==> src/rtl/seq_restoring_divider_if.sv <==
// Handshake and operand/result bundle for the sequential restoring divider.
interface seq_restoring_divider_if #(
  parameter int WIDTH = 4
) ();
  logic             start;
  logic [WIDTH-1:0] dividend;
  logic [WIDTH-1:0] divisor;
  logic [WIDTH-1:0] quotient;
  logic [WIDTH-1:0] remainder;
  logic             busy;
  logic             done;
  logic             div_by_zero;

  modport master (
    output start, dividend, divisor,
    input  quotient, remainder, busy, done, div_by_zero
  );

  modport slave (
    input  start, dividend, divisor,
    output quotient, remainder, busy, done, div_by_zero
  );
endinterface

==> src/rtl/seq_restoring_divider.sv <==
// Sequential unsigned restoring divider: one quotient bit per clock, start/busy/done handshake.
//
// state | meaning
// IDLE  | waiting for start; results held
// CALC  | shift-subtract iterations (a zero divisor finishes here after a single cycle)
// DONE  | one-cycle done pulse; start is accepted here as in IDLE
module seq_restoring_divider #(
  parameter int WIDTH = 4
) (
  input  logic                  clk,
  input  logic                  reset,
  seq_restoring_divider_if.slave bus
);

  localparam int CNT_W = $clog2(WIDTH + 1);

  typedef enum logic [1:0] {
    IDLE = 2'd0,
    CALC = 2'd1,
    DONE = 2'd2
  } state_t;

  state_t           state;
  state_t           state_nxt;
  logic             accept;
  logic             finish;

  logic [WIDTH-1:0] q_reg;
  logic [WIDTH-1:0] d_reg;
  logic [WIDTH:0]   r_reg;
  logic [CNT_W-1:0] cnt;
  logic             dz_pend;

  logic [WIDTH-1:0] quot_reg;
  logic [WIDTH-1:0] rem_reg;
  logic             dz_reg;

  logic [WIDTH:0]   r_shift;
  logic [WIDTH:0]   r_step;
  logic [WIDTH-1:0] q_step;
  logic             ge;

  always_ff @(posedge clk) begin
    if (reset) begin
      state <= IDLE;
    end else begin
      state <= state_nxt;
    end
  end

  always_comb begin
    state_nxt = state;
    accept    = 1'b0;
    finish    = 1'b0;
    case (state)
      IDLE: begin
        if (bus.start) begin
          accept    = 1'b1;
          state_nxt = CALC;
        end
      end
      CALC: begin
        if (dz_pend || (cnt == CNT_W'(1))) begin
          finish    = 1'b1;
          state_nxt = DONE;
        end
      end
      DONE: begin
        if (bus.start) begin
          accept    = 1'b1;
          state_nxt = CALC;
        end else begin
          state_nxt = IDLE;
        end
      end
      default: state_nxt = IDLE;
    endcase
  end

  // One restoring step, computed at WIDTH+1 bits so the compare never overflows.
  always_comb begin
    r_shift = {r_reg[WIDTH-1:0], q_reg[WIDTH-1]};
    ge      = (r_shift >= {1'b0, d_reg});
    r_step  = ge ? (r_shift - {1'b0, d_reg}) : r_shift;
    q_step  = {q_reg[WIDTH-2:0], ge};
  end

  always_ff @(posedge clk) begin
    if (reset) begin
      q_reg    <= '0;
      d_reg    <= '0;
      r_reg    <= '0;
      cnt      <= '0;
      dz_pend  <= 1'b0;
      quot_reg <= '0;
      rem_reg  <= '0;
      dz_reg   <= 1'b0;
    end else if (accept) begin
      q_reg   <= bus.dividend;
      d_reg   <= bus.divisor;
      r_reg   <= '0;
      cnt     <= CNT_W'(WIDTH);
      dz_pend <= (bus.divisor == '0);
    end else if (state == CALC) begin
      if (dz_pend) begin
        // Q still holds the untouched dividend, which is the defined remainder.
        quot_reg <= '1;
        rem_reg  <= q_reg;
        dz_reg   <= 1'b1;
        dz_pend  <= 1'b0;
      end else begin
        q_reg <= q_step;
        r_reg <= r_step;
        cnt   <= cnt - CNT_W'(1);
        if (finish) begin
          quot_reg <= q_step;
          rem_reg  <= r_step[WIDTH-1:0];
          dz_reg   <= 1'b0;
        end
      end
    end
  end

  assign bus.quotient    = quot_reg;
  assign bus.remainder   = rem_reg;
  assign bus.div_by_zero = dz_reg;
  assign bus.busy        = (state == CALC);
  assign bus.done        = (state == DONE);

endmodule

==> src/flat_wrapper.sv <==
// flat-port wrapper written by rule: the top's interface ports become plain ports
module seq_restoring_divider_flat 
#(
  parameter int WIDTH = 4
)
  (clk, reset, bus_start, bus_dividend, bus_divisor, bus_quotient, bus_remainder, bus_busy, bus_done, bus_div_by_zero);
  seq_restoring_divider_if #(.WIDTH(WIDTH)) bus_i ();
  input  logic clk;
  input  logic reset;
  input wire logic [$bits(bus_i.start)-1:0] bus_start;
  input wire logic [$bits(bus_i.dividend)-1:0] bus_dividend;
  input wire logic [$bits(bus_i.divisor)-1:0] bus_divisor;
  output wire logic [$bits(bus_i.quotient)-1:0] bus_quotient;
  output wire logic [$bits(bus_i.remainder)-1:0] bus_remainder;
  output wire logic [$bits(bus_i.busy)-1:0] bus_busy;
  output wire logic [$bits(bus_i.done)-1:0] bus_done;
  output wire logic [$bits(bus_i.div_by_zero)-1:0] bus_div_by_zero;
  assign bus_i.start = bus_start;
  assign bus_i.dividend = bus_dividend;
  assign bus_i.divisor = bus_divisor;
  assign bus_quotient = bus_i.quotient;
  assign bus_remainder = bus_i.remainder;
  assign bus_busy = bus_i.busy;
  assign bus_done = bus_i.done;
  assign bus_div_by_zero = bus_i.div_by_zero;
  seq_restoring_divider #(.WIDTH(WIDTH)) u_core (.clk(clk), .reset(reset), .bus(bus_i));
endmodule
==> config.mk <==
export PLATFORM = sky130hd
export DESIGN_NAME = seq_restoring_divider_flat
export DESIGN_NICKNAME = d
export VERILOG_FILES = /design/src/rtl/seq_restoring_divider_if.sv /design/src/rtl/seq_restoring_divider.sv /design/src/flat_wrapper.sv
export SDC_FILE = /design/constraint.sdc
export NUM_CORES = 1
export LEC_CHECK = 0
export ABC_AREA = 0
export BUFFER_PORTS_ARGS = -buffer_cell sky130_fd_sc_hd__buf_2
export CAP_MARGIN = 10
export CORE_MARGIN = 5
export CORE_UTILIZATION = 45
export CTS_BUF_LIST = sky130_fd_sc_hd__clkbuf_8
export DETAILED_ROUTE_END_ITERATION = 8
export PLACE_DENSITY = 0.66
export SLEW_MARGIN = 40
export SYNTH_ARGS = -nofsm -noshare
export SYNTH_HDL_FRONTEND = slang
export SYNTH_SLANG_ARGS = --single-unit
==> constraint.sdc <==
create_clock -name clk -period 2.2 [get_ports clk]
set_input_delay 0.22 -clock clk [delete_from_list [all_inputs] [get_ports clk]]
set_output_delay 0.22 -clock clk [all_outputs]
set_load 0.05 [all_outputs]
After elaboration in Yosys (flattened, before gate mapping). Cells that the tools add are included.

Input port bits: 11. Output and inout bits: 11. Logic and storage cells: 55. Bits in registers: 27.

Equality and inequality tests: 6. Add/subtract/negate cells: 2. Reductions and logical operators: 11. Muxes and demuxes: 23. Bitwise gates (word level): 2. $lt $le $gt $ge: 1.

Operators with widths (count): 4-bit two-way mux (8); 1-bit two-way mux (9); 3-bit two-way mux (3); 2-bit case mux with 3 select lines (1); 2-bit AND reduction (3); 5-bit by 4-bit >= comparator with 1-bit output (1); 4-bit logical NOT (1); 2-bit two-way mux (2); 2-bit by 1-bit != test with 1-bit output, second input constant (2); 2-bit nonzero test (2); 2-bit OR reduction (2); 4-bit subtractor (1); 3-bit by 1-bit == test with 1-bit output, second input constant (1); 3-bit AND reduction (1); 3-bit by 1-bit subtractor with 3-bit output, second input constant (1); 2-bit by 1-bit == test with 1-bit output, second input constant (1); 2-bit == test, second input constant (1); 2-bit logical NOT (1); 2-bit != test, second input constant (1); 1-bit NOT (2); 1-bit logical OR (1).

Longest topological paths before layout.
Word-level depth: 6. Gate-level depth with buffers: 9.

Worst setup path before layout. No wires, ideal clock.

Kind: flip-flop to flip-flop. Start point: reg u_core.d_reg[1]. End point: reg u_core.r_reg[0]. Data arrival time: 1.758 ns. Stages on the path, launching flop included: 8. Buffers on the path: 0. Setup slack: 0.358 ns. Path through: dfxtp_1 inv_1 ha_1 or4_4 a21oi_4 a21oi_2 mux2_4 o31ai_2.

Word-level cells in the longest chain between the ends: 2.

RTL lines: start: declaration (line seq_restoring_divider.sv:29) `logic [WIDTH-1:0] d_reg;`; start signal: assignment (line seq_restoring_divider.sv:100) `d_reg <= bus.divisor;`; 5-bit by 4-bit >= comparator with 1-bit output (line seq_restoring_divider.sv:83) `ge = (r_shift >= {1'b0, d_reg});`; 4-bit two-way mux (line seq_restoring_divider.sv:84) `r_step = ge ? (r_shift - {1'b0, d_reg}) : r_shift;`; end signal: assignment (line seq_restoring_divider.sv:113) `r_reg <= r_step;`; end: declaration (line seq_restoring_divider.sv:30) `logic [WIDTH:0] r_reg;`.

Every way passes these cells. A chain may end at the register's enable or synchronous reset.

Worst setup path after layout. Ends and elaborated chain as after synthesis.

==> summary.md <==
| Metric | Value |
|---|---|
| Clk_skew | `0.00443 ns` |
| Share of cells above drive strength 1 | `19.0%` |
| Die Ht | `63.8 um` |
| Worst Path Max Fanout | `5` |
| H-Tree Depth | `1` |
| TritonCTS clock tree | `yes` |
| Clock power frac | `26.2%` |
| Ports | `22` |
| Number of hold violations in the final report | `0` |
| Post-DP Area | `1440 um^2` |
| R2r endpoint | `u_core.r_reg[0]` |
| Status | `finished, final reports clean` |
| Worst R2R Path Depth | `7` |
| Slew @ Worst Pin | `0.669 ns` |
| CP Class | `reg2reg` |
| Clock latency on the worst-skew pair | `0.27 ns` |
| Synth top area share | `41.5%` |
| Initial antenna violation count | `0` |
| Number of CTS-inserted buffers | `3` |
| Routability cong. | `0.853` |
| Finished Cell Area | `1480 um^2` |
| Sw Ratio | `30.2%` |
| CP required | `2.39 ns` |
| Comb pwr share | `23.5%` |
| Root Buffer | `clkbuf_8` |
| Initial Util | `47.2%` |
| Cell variety after synth | `32` |
| Core Util, Final | `53.8%` |
| Core area | `2760 um^2` |
| Critical Path End | `u_core.r_reg[0]` |
| Post-CTS Setup Inserts | `0` |
| PortBufs | `21` |
| Largest net degree at the start of global routing | `24` |
| GR Overflow Total | `0` |
| Leading cell type in the layout, fill and taps excluded | `dfxtp_1` |
| Synthesized area | `1300 um^2` |
| Sw power | `323 uW` |
| Max frequency | `512 MHz` |
| Final setup margin | `0.246 ns` |
| Final setup viols | `0` |
| ANT nets after route | `0` |
| Via density | `5.57` |
| Syn_nets | `171` |
| Sequential share of power | `50.3%` |
| Post-DR wirelength/cell | `13.9 um` |
| Slew Viols, Final | `0` |
| Total die area | `4070 um^2` |
| Via count | `1141` |
| Routed WL | `2840 um` |
| Pwr/cell area | `720 nW/um^2` |
| Area grow syn2layout | `14.0%` |
| Post-Synthesis Cells | `153` |
| First-pass GRT wire length | `4950 um` |
| DRC errors left | `0` |
| Slew margin rel. | `54.9%` |
| Most area-hungry cell type in the Yosys netlist | `dfxtp_1` |
| Hold Crit Class | `in2reg` |
| Cell row count | `19` |
| Global Route Usage Sum | `14.8%` |
| Die X-Extent | `63.8 um` |
| Vias in the first global route | `1157` |
| WP data arrival | `2.15 ns` |
| Worst setup startpoint | `u_core.d_reg[1]` |
| Bufs on Longest Clock Path | `2` |
| Synth area leaders | `dfxtp_1 42%, ha_1 5.8%, nor2_1 5.8%` |
| Post-synthesis sequential area ratio | `41.5%` |
| Detail Placement HPWL | `2230 um` |
| RSZ-0062 raised after global routing | `no` |
| Setup TNS | `0 ns` |
| Leakage | `0.628 nW` |
| Critical R2R Launch | `u_core.d_reg[1]` |
| Mean Syn Cell Area | `8.50 um^2` |
| FF-to-FF setup slack | `0.25 ns` |
| Yosys reg bits | `27` |
| Worst-path clk slew | `0.09 ns` |
| Maxcap violations | `0` |
| Hold Buf Count CTS | `0` |
| Int Power | `745 uW` |
| Nets | `193` |
| Ys Warns | `0` |
| Critical path startpoint category | `flop` |
| CP Capture Type | `flop` |
| # diodes | `0` |
| WHS Path Cells | `3` |
| Resized Gates After CTS | `0` |
| Pre-CTS setup slack | `0.254 ns` |
| Final min period | `1.95 ns` |
| Peak VDD IR | `0.510 mV` |
| Drt first pass iters | `4` |
| Final period utilization | `88.8%` |
| Initial DRC count | `49` |
| Most frequent cells in the layout | `27 x dfxtp_1, 21 x buf_2, 20 x nor2_1` |
| Clock sink total | `27` |
==> power groups by stage <==
| stage | clock [mW] | sequential (mW) | combinational [mW] |
|---|---|---|---|
| after global routing | 0.314 | 0.542 | 0.281 |
| after CTS | 0.280 | 0.537 | 0.251 |
| after detailed placement | 0 | 0.549 | 0.250 |
| final | 0.280 | 0.537 | 0.251 |
| after floorplan | 0 | 0.553 | 0.186 |
| after global placement | 0 | 0.548 | 0.244 |
==> worst max-delay path: stages, from the launching register on <==
cell and delay, ns:
dfxtp_1 0.34, inv_1 0.07, ha_1 0.19, or4_4 0.53
a21oi_4 0.16, a21oi_2 0.09, mux2_4 0.34, o31ai_2 0.16
==> routing by layer <==
metal	global-route usage (%)	wire length [um]	up-vias
met4	6.23	30	0
met5	0	0	-
met3	2.80	144	4
met2	24.7	1390	32
li1	-	-	582
met1	18.6	1280	523
==> synthesized netlist by cell type <==
| cell | number |
|---|---|
| a211oi_1 | 6 |
| a21o_2 | 1 |
| a21oi_1 | 12 |
| a21oi_2 | 1 |
| a21oi_4 | 1 |
| a22oi_1 | 6 |
| a41o_1 | 1 |
| and2_1 | 1 |
| clkbuf_1 | 6 |
| dfxtp_1 | 27 |
| fa_1 | 1 |
| ha_1 | 6 |
| inv_1 | 8 |
| mux2_4 | 1 |
| mux2i_1 | 3 |
| nand2_1 | 19 |
| nand2b_1 | 5 |
| nand3_1 | 2 |
| nand3b_1 | 1 |
| nor2_1 | 20 |
| nor2b_1 | 3 |
| nor3_1 | 2 |
| nor4_1 | 1 |
| o21ai_0 | 3 |
| o22a_1 | 1 |
| o22ai_1 | 7 |
| o31ai_1 | 1 |
| o31ai_2 | 1 |
| or3_1 | 2 |
| or4_4 | 1 |
| xnor2_1 | 2 |
| xor2_1 | 1 |
==> layout make-up <==
type,instances,area [um^2]
clock inverters,1,5.00
clock buffers,3,41.3
repair buffers,23,120
well taps,31,38.8
inverters,8,30.0
fillers,261,1270
multi-input cells,112,708
flip-flops and latches,27,541
==> cells by family (layout without fill, tap and decap cells) <==
| logic type | after synthesis | count (layout) | share of synthesized area, % |
|---|---|---|---|
| xor gates and xnor gates | 3 | 3 | 2.02 |
| AOI/OAI and AO/OA | 41 | 41 | 21.6 |
| DFF | 27 | 27 | 41.5 |
| adders and majority gates | 7 | 7 | 7.31 |
| buffers and inverters | 14 | 35 | 4.04 |
| muxes | 4 | 4 | 3.46 |
| and+or+nand+nor | 57 | 57 | 20.0 |
==> stage by stage <==
step	hold WS, ns	instances	power, mW
floorplan	0.336	153	0.739
global placement	0.450	201	0.792
detailed placement	0.454	201	0.799
CTS	0.193	205	1.07
global route	0.178	205	1.14
finish	0.194	205	1.07
==> worst min-delay path by stage <==
stage / start / to
2_1_floorplan: reset / u_core.bus.remainder[0]
3_3_place_gp: u_core.d_reg[3] / u_core.d_reg[3]
3_5_place_dp: u_core.d_reg[1] / u_core.d_reg[1]
4_1_cts: bus_divisor[1] / u_core.d_reg[1]
5_1_grt: bus_divisor[1] / u_core.d_reg[1]
6_report: bus_divisor[1] / u_core.d_reg[1]
(Power assumes the default switching activity.)
